===== src/rtl/stress_acc_pkg.sv =====
// Shared types and constants for the stress decision-fusion stage.
package stress_acc_pkg;

  typedef enum logic [1:0] {
    IDLE    = 2'd0,
    COLLECT = 2'd1,
    DECIDE  = 2'd2,
    HOLD    = 2'd3
  } fuse_state_t;

  localparam logic [1:0] MODE_OR   = 2'd0;
  localparam logic [1:0] MODE_AND  = 2'd1;
  localparam logic [1:0] MODE_KOFN = 2'd2;

endpackage


===== src/rtl/stress_popcount.sv =====
// Combinational population count of an N-bit vector.
module stress_popcount #(
  parameter int N = 2,
  localparam int CW = $clog2(N + 1)
) (
  input  logic [N-1:0]  bits,
  output logic [CW-1:0] count
);

  // Sum the set bits; CW is wide enough to hold N without overflow.
  always_comb begin
    count = '0;
    for (int i = 0; i < N; i++) begin
      count = count + CW'(bits[i]);
    end
  end

endmodule


===== src/rtl/stress_vote_combiner.sv =====
// Fuses done/stress results of N_CH classifier cores into one registered
// decision (OR, AND or K-of-N vote) with a per-run timeout.
module stress_vote_combiner
  import stress_acc_pkg::*;
#(
  parameter int N_CH = 2,
  parameter int TW   = 16,
  localparam int CNTW = $clog2(N_CH + 1)
) (
  input  logic            CLK,
  input  logic            RESET,
  input  logic [N_CH-1:0] ch_start,
  input  logic [N_CH-1:0] ch_done,
  input  logic [N_CH-1:0] ch_stress,
  input  logic [1:0]      mode,
  input  logic [CNTW-1:0] vote_k,
  input  logic [TW-1:0]   timeout_cycles,
  output logic            valid,
  output logic            stress_out,
  output logic            timeout,
  output logic [CNTW-1:0] stress_count,
  output logic [N_CH-1:0] done_mask
);

  fuse_state_t     state;
  logic [N_CH-1:0] act_mask;
  logic [N_CH-1:0] done_l;
  logic [N_CH-1:0] stress_l;
  logic [TW-1:0]   timer;
  logic            timeout_en;
  logic            to_flag;
  logic [CNTW-1:0] k_reg;
  logic [1:0]      mode_reg;

  logic [N_CH-1:0] acc_done;
  logic [N_CH-1:0] first_done;
  logic [N_CH-1:0] done_next;
  logic [N_CH-1:0] stress_next;
  logic            all_done;
  logic [N_CH-1:0] hit_mask;
  logic [CNTW-1:0] cnt;
  logic [CNTW-1:0] act_cnt;
  logic [CNTW-1:0] k_eff;
  logic            fused;

  assign hit_mask = stress_l & done_l;

  stress_popcount #(.N(N_CH)) u_hit_cnt (
    .bits  (hit_mask),
    .count (cnt)
  );

  stress_popcount #(.N(N_CH)) u_act_cnt (
    .bits  (act_mask),
    .count (act_cnt)
  );

  // Next latch contents: only the first done pulse of an active channel captures its stress bit.
  always_comb begin
    acc_done    = ch_done & act_mask;
    first_done  = acc_done & ~done_l;
    done_next   = done_l | acc_done;
    stress_next = (stress_l & ~first_done) | (ch_stress & first_done);
    all_done    = (done_next == act_mask);
  end

  // Fusion rule selected at run start; reserved mode falls back to OR, K of zero acts as one.
  always_comb begin
    k_eff = (k_reg == '0) ? CNTW'(1) : k_reg;
    case (mode_reg)
      MODE_AND:  fused = (cnt == act_cnt) && !to_flag;
      MODE_KOFN: fused = (cnt >= k_eff);
      default:   fused = (cnt != '0);
    endcase
  end

  // Run control FSM with latches, timeout timer and registered decision outputs.
  always_ff @(posedge CLK) begin
    if (RESET) begin
      state        <= IDLE;
      act_mask     <= '0;
      done_l       <= '0;
      stress_l     <= '0;
      timer        <= '0;
      timeout_en   <= 1'b0;
      to_flag      <= 1'b0;
      k_reg        <= '0;
      mode_reg     <= MODE_OR;
      valid        <= 1'b0;
      stress_out   <= 1'b0;
      timeout      <= 1'b0;
      stress_count <= '0;
      done_mask    <= '0;
    end else begin
      case (state)
        IDLE: begin
          if (ch_start != '0) begin
            act_mask   <= ch_start;
            done_l     <= '0;
            stress_l   <= '0;
            timer      <= timeout_cycles;
            timeout_en <= (timeout_cycles != '0);
            to_flag    <= 1'b0;
            k_reg      <= vote_k;
            mode_reg   <= mode;
            state      <= COLLECT;
          end
        end
        COLLECT: begin
          if (ch_start == '0) begin
            act_mask <= '0;
            done_l   <= '0;
            stress_l <= '0;
            state    <= IDLE;
          end else begin
            done_l   <= done_next;
            stress_l <= stress_next;
            if (all_done) begin
              to_flag <= 1'b0;
              state   <= DECIDE;
            end else if (timer == '0) begin
              if (timeout_en) begin
                to_flag <= 1'b1;
                state   <= DECIDE;
              end
            end else begin
              timer <= timer - TW'(1);
            end
          end
        end
        DECIDE: begin
          valid        <= 1'b1;
          stress_out   <= fused;
          timeout      <= to_flag;
          stress_count <= cnt;
          done_mask    <= done_l;
          state        <= HOLD;
        end
        HOLD: begin
          if (ch_start == '0) begin
            valid        <= 1'b0;
            stress_out   <= 1'b0;
            timeout      <= 1'b0;
            stress_count <= '0;
            done_mask    <= '0;
            act_mask     <= '0;
            done_l       <= '0;
            stress_l     <= '0;
            to_flag      <= 1'b0;
            state        <= IDLE;
          end
        end
        default: state <= IDLE;
      endcase
    end
  end

endmodule


===== config.mk =====
export PLATFORM = sky130hd
export DESIGN_NAME = stress_vote_combiner
export DESIGN_NICKNAME = d
export VERILOG_FILES = /design/src/rtl/stress_acc_pkg.sv /design/src/rtl/stress_popcount.sv /design/src/rtl/stress_vote_combiner.sv
export SDC_FILE = /design/constraint.sdc
export NUM_CORES = 1
export LEC_CHECK = 0
export CAP_MARGIN = 20
export CORE_MARGIN = 5
export CORE_UTILIZATION = 49
export DETAILED_ROUTE_END_ITERATION = 16
export PLACE_DENSITY = 0.76
export SYNTH_ARGS = -nofsm -noshare
export SYNTH_HDL_FRONTEND = slang
export SYNTH_SLANG_ARGS = --single-unit
export TNS_END_PERCENT = 30

===== constraint.sdc =====
create_clock -name CLK -period 2.02 [get_ports CLK]
set_input_delay 0.505 -clock CLK [delete_from_list [all_inputs] [get_ports CLK]]
set_output_delay 0.505 -clock CLK [all_outputs]
set_load 0.02 [all_outputs]

==> flow_summary.yaml, run 1 <==
placement:
  pre_cts_ws_ns: -0.252
  dp_hpwl_um: 4690
  place_congestion: 0.845
  portBuffers: 34
sta:
  slew-limit-headroom: 0.682
  hold_violations: 0
  setup_viol_count_final: 0
  post-route-period-util: 0.976
  fmax_mhz: 507
  drv_slew: 0
  skew_ns: 0.00791
  period_needed_ns: 1.97
  fin_ws_ns: 0.0489
  grt_setup_unrepaired: "yes"
  worst_slew_pin_slew_ns: 0.477
synthesis:
  netlist_area_um2: 2330
  yosys_warnings: 0
  synth_most_common_cell: "dfxtp_1"
  netlist_top_cells_count: "37 x dfxtp_1, 28 x nor2_1, 22 x a21oi_1"
  synth_cell_type_count: 56
  synth.avg_cell_area_um2: 8.17
  async_flop_share: 0
  synth_edf_count: 0
  synthesis.nets: 322
  ys_ff_latch: 37
  yosys.area.top_type: "dfxtp_1"
  syn_inst: 285
  yosys.area.top_type_share: 0.318
  ys.flop_type: "dfxtp_1"
  netlist_top_cells_area: "dfxtp_1 32%, ha_1 4.8%, a21oi_1 4.7%, nor2_1 4.5%, o31ai_1 3.5%"
  yosysSeqAreaShare: 0.318
critical_path:
  crit_slowest_cell: "clkdlybuf4s50_1"
  crit_type: "primary input to flip-flop"
  path_delay_family: "compound AO/OA/AOI/OAI gates"
  startpoint: "ch_done[1]"
  worstReg2RegStart: "timer[7]"
  end_kind: "flip-flop"
  critPathMaxStageDelay_ns: 0.43
  cp_num_buf_inv: 1
  crit_path_max_fanout: 4
  cp.arrival_ns: 2.14
  cp.required_ns: 2.19
  start_kind: "primary input"
  cp_cell_sequence: "clkdlybuf4s50_1 -> or3_1 -> a22o_1 -> a221oi_1 -> o32ai_1"
min_path:
  min_path_type: "flip-flop to flip-flop"
  min_from: "valid"
power_and_ir_drop:
  peakVddDrop_mv: 0.713
  power.internal_uw: 1750
  swShare: 0.351
  p_comb_frac: 0.419
  finalPower_uw: 2690
  powerDensity_nw_per_um2: 848
  share_seq_of_total_power: 0.331
  switchingPower_uw: 944
  clockPowerShare: 0.250
  p_leak_uw: 0.00125
clock_network:
  cts_tree: "built"
  cts_inserted_buffers: 5
  clk_latency_ns: 0.30
  clock_sink_count: 37
  htreeDepth: 2
  clk_pin_slew_ns: 0.07
  cts_max_path_buffers: 2
  clockRootBuffer: "clkbuf_8"
drt:
  drcViolationCount: 0
  drt_iter0_drc: 184
  vias: 2493
  wl_per_cell_um: 16.7
  vias_per_cell: 6.22
  antenna_left: 0
  routed_wl_um: 6680
  dr.pass1.iters: 5
floorplanning:
  core_um2: 4660
  initial_core_util: 0.500
  die_y_um: 79.0
  die_w_um: 79.0
  ios: 35
  dieArea_um2: 6230
  rows: 25
global_route:
  grt_pass1_wl_um: 10600
  grt.total_usage: 0.214
  antenna_found_initial: 0
  grt_pass1_vias: 2213
  grt_max_degree: 32
  overflow: 0
cells_and_area:
  area_growth_pct: 36.3
  regMostFlops: "timer"
  diodes: 0
  final_util: 0.681
  largest_reg_flops: 16
  drive_above_1_share: 0.222
  nets: 383
run:
  cap_violations: 0
status:
  run_status: "completed"
==> tightest hold or removal path: stages (launching register included) <==
cell     delay (ns)
dfxtp_1        0.33
a21oi_1        0.06
nor2_1         0.08
==> layer usage <==
layer  vias up  part of all wire  track usage
met1      1177              0.44        0.296
met4         0             0.027       0.0962
met5         -                 0            0
met3        18             0.065       0.0476
li1       1190                 -            -
met2       108              0.47        0.317
==> area by class of cell <==
class | count | area (um2)
Clock buffer | 7 | 86.3
Multi-Input combinational cell | 208 | 1490
Clock inverter | 1 | 30.0
Inverter | 20 | 75.1
Timing Repair Buffer | 74 | 682
Tap cell | 54 | 67.6
Fill cell | 351 | 1490
Sequential cell | 37 | 743
==> path summary, 6_finish.rpt <==
| path | cells after the start | slack [ns] | to |
|---|---|---|---|
| worst max-delay path | 5 | 0.05 | timer[6] |
| worst min-delay path | 2 | 0.50 | valid |
| worst max register to register | 5 | 0.05 | timer[13] |
| worst min register to register | 2 | 0.50 | valid |
==> power groups by stage <==
stage	registers (uW)	logic, uW	clock network, uW
finish	890	1130	673
global route	900	1220	716
CTS	886	1050	680
detailed placement	901	1030	0
global placement	900	1010	0
floorplan	885	650	0
==> cells in the final DEF (no fill, tap or decap), drive strengths merged, types with 3 or more instances in the layout <==
master	netlist	routed
buf	6	40
dfxtp	37	37
clkdlybuf4s50	0	34
nor2	28	28
a21oi	23	23
inv	20	20
nand2	14	14
o31ai	12	12
a22oi	9	9
nand2b	9	9
ha	9	9
nor3	9	9
o21ai	8	8
a311o	7	7
clkbuf	15	7
o32ai	6	6
or2	5	6
nor4	6	6
mux2i	5	5
or4	4	4
nand3	3	3
nor4b	3	3
or3	3	3
nor2b	3	3
a2111oi	3	3
a32oi	3	3
and2	3	3
nand4	3	3
a221oi	3	3
==> through the flow <==
stage               TNS (ns)  cell area (um2)  instances  hold WS, ns
CTS                        0             3090        398        0.500
detailed placement     -3.09             2970        390        0.483
finish                     0             3170        401        0.497
global placement       -2.45             2970        390        0.472
global route          -0.128             3170        401        0.538
floorplan                  0             2340        285        0.454
==> cell families after synthesis <==
family | count (synthesis) | share of synthesized area
and+or+nand+nor | 99 | 0.238
AOI/OAI and AO/OA | 90 | 0.281
buffers and inverters | 41 | 0.0757
DFF | 37 | 0.318
adders and majority gates | 9 | 0.0483
muxes | 7 | 0.0311
xor gates and xnor gates | 2 | 0.00752
==> what timing repair did <==
action	4_1_cts	5_1_grt
pin swaps	0	6
endpoints found under the hold margin	0	0
endpoints found under the setup margin	12	11
hold buffers	0	0
resized for setup	3	12
gates cloned	0	1
setup buffers	0	2
Power figures use the tool's default switching activity.
==> inputs of run 2 (changes only) <==
==> constraint.sdc (replaced) <==
create_clock -name CLK -period 1.6 [get_ports CLK]
set_input_delay 0.4 -clock CLK [delete_from_list [all_inputs] [get_ports CLK]]
set_output_delay 0.4 -clock CLK [all_outputs]
set_load 0.005 [all_outputs]
==> run 2 against run 1 <==
Net effect: the flow now finishes with violations (negative setup slack); worst hold slack got worse by 0.0077 ns; power increased by 31%; sequential power increased by 25%; die area unchanged; combinational power increased by 43%; count of clock-buffer cells in the layout decreased by 2; critical path depth unchanged; global-route usage increased by 2.7 points.
==> flow_summary.yaml, run 2 (synthesis gave the netlist of run 1 again) <==
placement:
  portBuffers: 34
  dp_hpwl_um: 4970
  place_congestion: 0.901
  pre_cts_ws_ns: -0.573
drt:
  vias: 2531
  wl_per_cell_um: 16.5
  drt_iter0_drc: 251
  dr.pass1.iters: 5
  antenna_left: 0
  vias_per_cell: 5.90
  drcViolationCount: 0
  routed_wl_um: 7070
clock_network:
  clock_sink_count: 37
  cts_inserted_buffers: 5
  cts_tree: "built"
  clockRootBuffer: "clkbuf_8"
  cts_max_path_buffers: 2
  htreeDepth: 2
  clk_pin_slew_ns: 0.08
  clk_latency_ns: 0.30
  cts.hold.buffers_added: 0
power_and_ir_drop:
  clockPowerShare: 0.226
  swShare: 0.352
  powerDensity_nw_per_um2: 1010
  p_leak_uw: 0.00143
  peakVddDrop_mv: 0.604
  power.internal_uw: 2280
  share_seq_of_total_power: 0.314
  finalPower_uw: 3520
  switchingPower_uw: 1240
  p_comb_frac: 0.459
run:
  cap_violations: 0
global_route:
  antenna_found_initial: 0
  grt_pass1_wl_um: 12000
  overflow: 0
  grt_max_degree: 35
  grt.total_usage: 0.241
  grt_pass1_vias: 2556
floorplanning:
  ios: 35
  die_w_um: 79.0
  rows: 25
  initial_core_util: 0.500
  dieArea_um2: 6230
  die_y_um: 79.0
  core_um2: 4660
sta:
  fin_ws_ns: -0.327
  slew-limit-headroom: 0.769
  drv_slew: 0
  setup_viol_count_final: 20
  worst_slew_pin_slew_ns: 0.338
  post-route-period-util: 1.20
  grt_setup_unrepaired: "yes"
  skew_ns: 0.00846
  period_needed_ns: 1.93
  hold_violations: 0
  fmax_mhz: 519
critical_path:
  crit_slowest_cell: "or4_4"
  cp_cell_sequence: "or4_4 -> or4_4 -> o31ai_2 -> and3_1 -> o32ai_1"
  r2r_cells: 5
  cpMostUsedCell: "or4_4"
  end_kind: "flip-flop"
  crit_type: "flip-flop to flip-flop"
  crit_path_max_fanout: 4
  critPathMaxStageDelay_ns: 0.57
  cp.required_ns: 1.79
  cp.arrival_ns: 2.12
  start_kind: "flip-flop"
cells_and_area:
  regMostFlops: "timer"
  nets: 412
  final_util: 0.744
  n_fill_cell: 357
  drive_above_1_share: 0.333
  diodes: 0
  largest_reg_flops: 16
  area_growth_pct: 48.9
  final_cell_mix: "62 x buf_4, 33 x dfxtp_1, 33 x clkdlybuf4s50_1"
  final_common_cell: "buf_4"
min_path:
  min_path_type: "flip-flop to flip-flop"
  whs_path_depth: 2
status:
  run_status: "complete, but fails checks"
  violations: "negative setup slack"
[run 2: cell type report]
| class | instances | area (um2) | area share |
|---|---|---|---|
| Multi-Input combinational cell | 208 | 1560 | 0.451 |
| Inverter | 20 | 75.1 | 0.0216 |
| Clock buffer | 5 | 68.8 | 0.0198 |
| Clock inverter | 2 | 35.0 | 0.0101 |
| Timing Repair Buffer | 103 | 913 | 0.263 |
| Tap cell | 54 | 67.6 | 0.0195 |
| Sequential cell | 37 | 746 | 0.215 |
[run 2: per-layer routing]
layer	vias up	routed length, um	track usage
met4	0	142	0.0928
met1	1196	2930	0.288
met3	14	403	0.0465
li1	1240	-	-
met2	81	3590	0.424
met5	-	0	0
[run 2: through the flow]
stage / instance area [um2] / hold slack (ns) / TNS (ns) / cells
finish: 3470 / 0.489 / -4.76 / 429
global route: 3470 / 0.545 / -6.76 / 429
CTS: 3400 / 0.499 / -4.75 / 427
detailed placement: 3250 / 0.481 / -13.57 / 419
global placement: 3250 / 0.470 / -12.66 / 419
floorplan: 2410 / 0.454 / -4.29 / 285
[run 2: what timing repair did]
action                     4_1_cts  5_1_grt
gates resized for setup         13       12
gates cloned                     0        1
buffers inserted                 1        1
setup endpoints to repair       20       32
pin swaps                        4        5
hold endpoints to repair         0        0
[run 2: final timing paths]
check,startpoint,to,slack [ns]
hold reg to reg,k_reg[0],k_reg[0],0.49
setup / recovery,timer[9],timer[14],-0.33
setup reg to reg,timer[9],timer[14],-0.33
hold / removal,k_reg[0],k_reg[0],0.49
[run 2: power by group through the flow]
stage               combinational, uW  sequential (uW)  clock (uW)
finish                           1620             1110         797
global route                     1740             1120         865
CTS                              1510             1100         816
detailed placement               1440             1120           0
global placement                 1410             1110           0
floorplan                         882             1120           0
[run 2: worst max-delay path: cells and delay by family (launching register included)]
kind,cells,cell delay [ns]
AO/OA/AOI/OAI,2,0.27
AND/OR/NAND/NOR,3,1.23
flip-flops,1,0.31
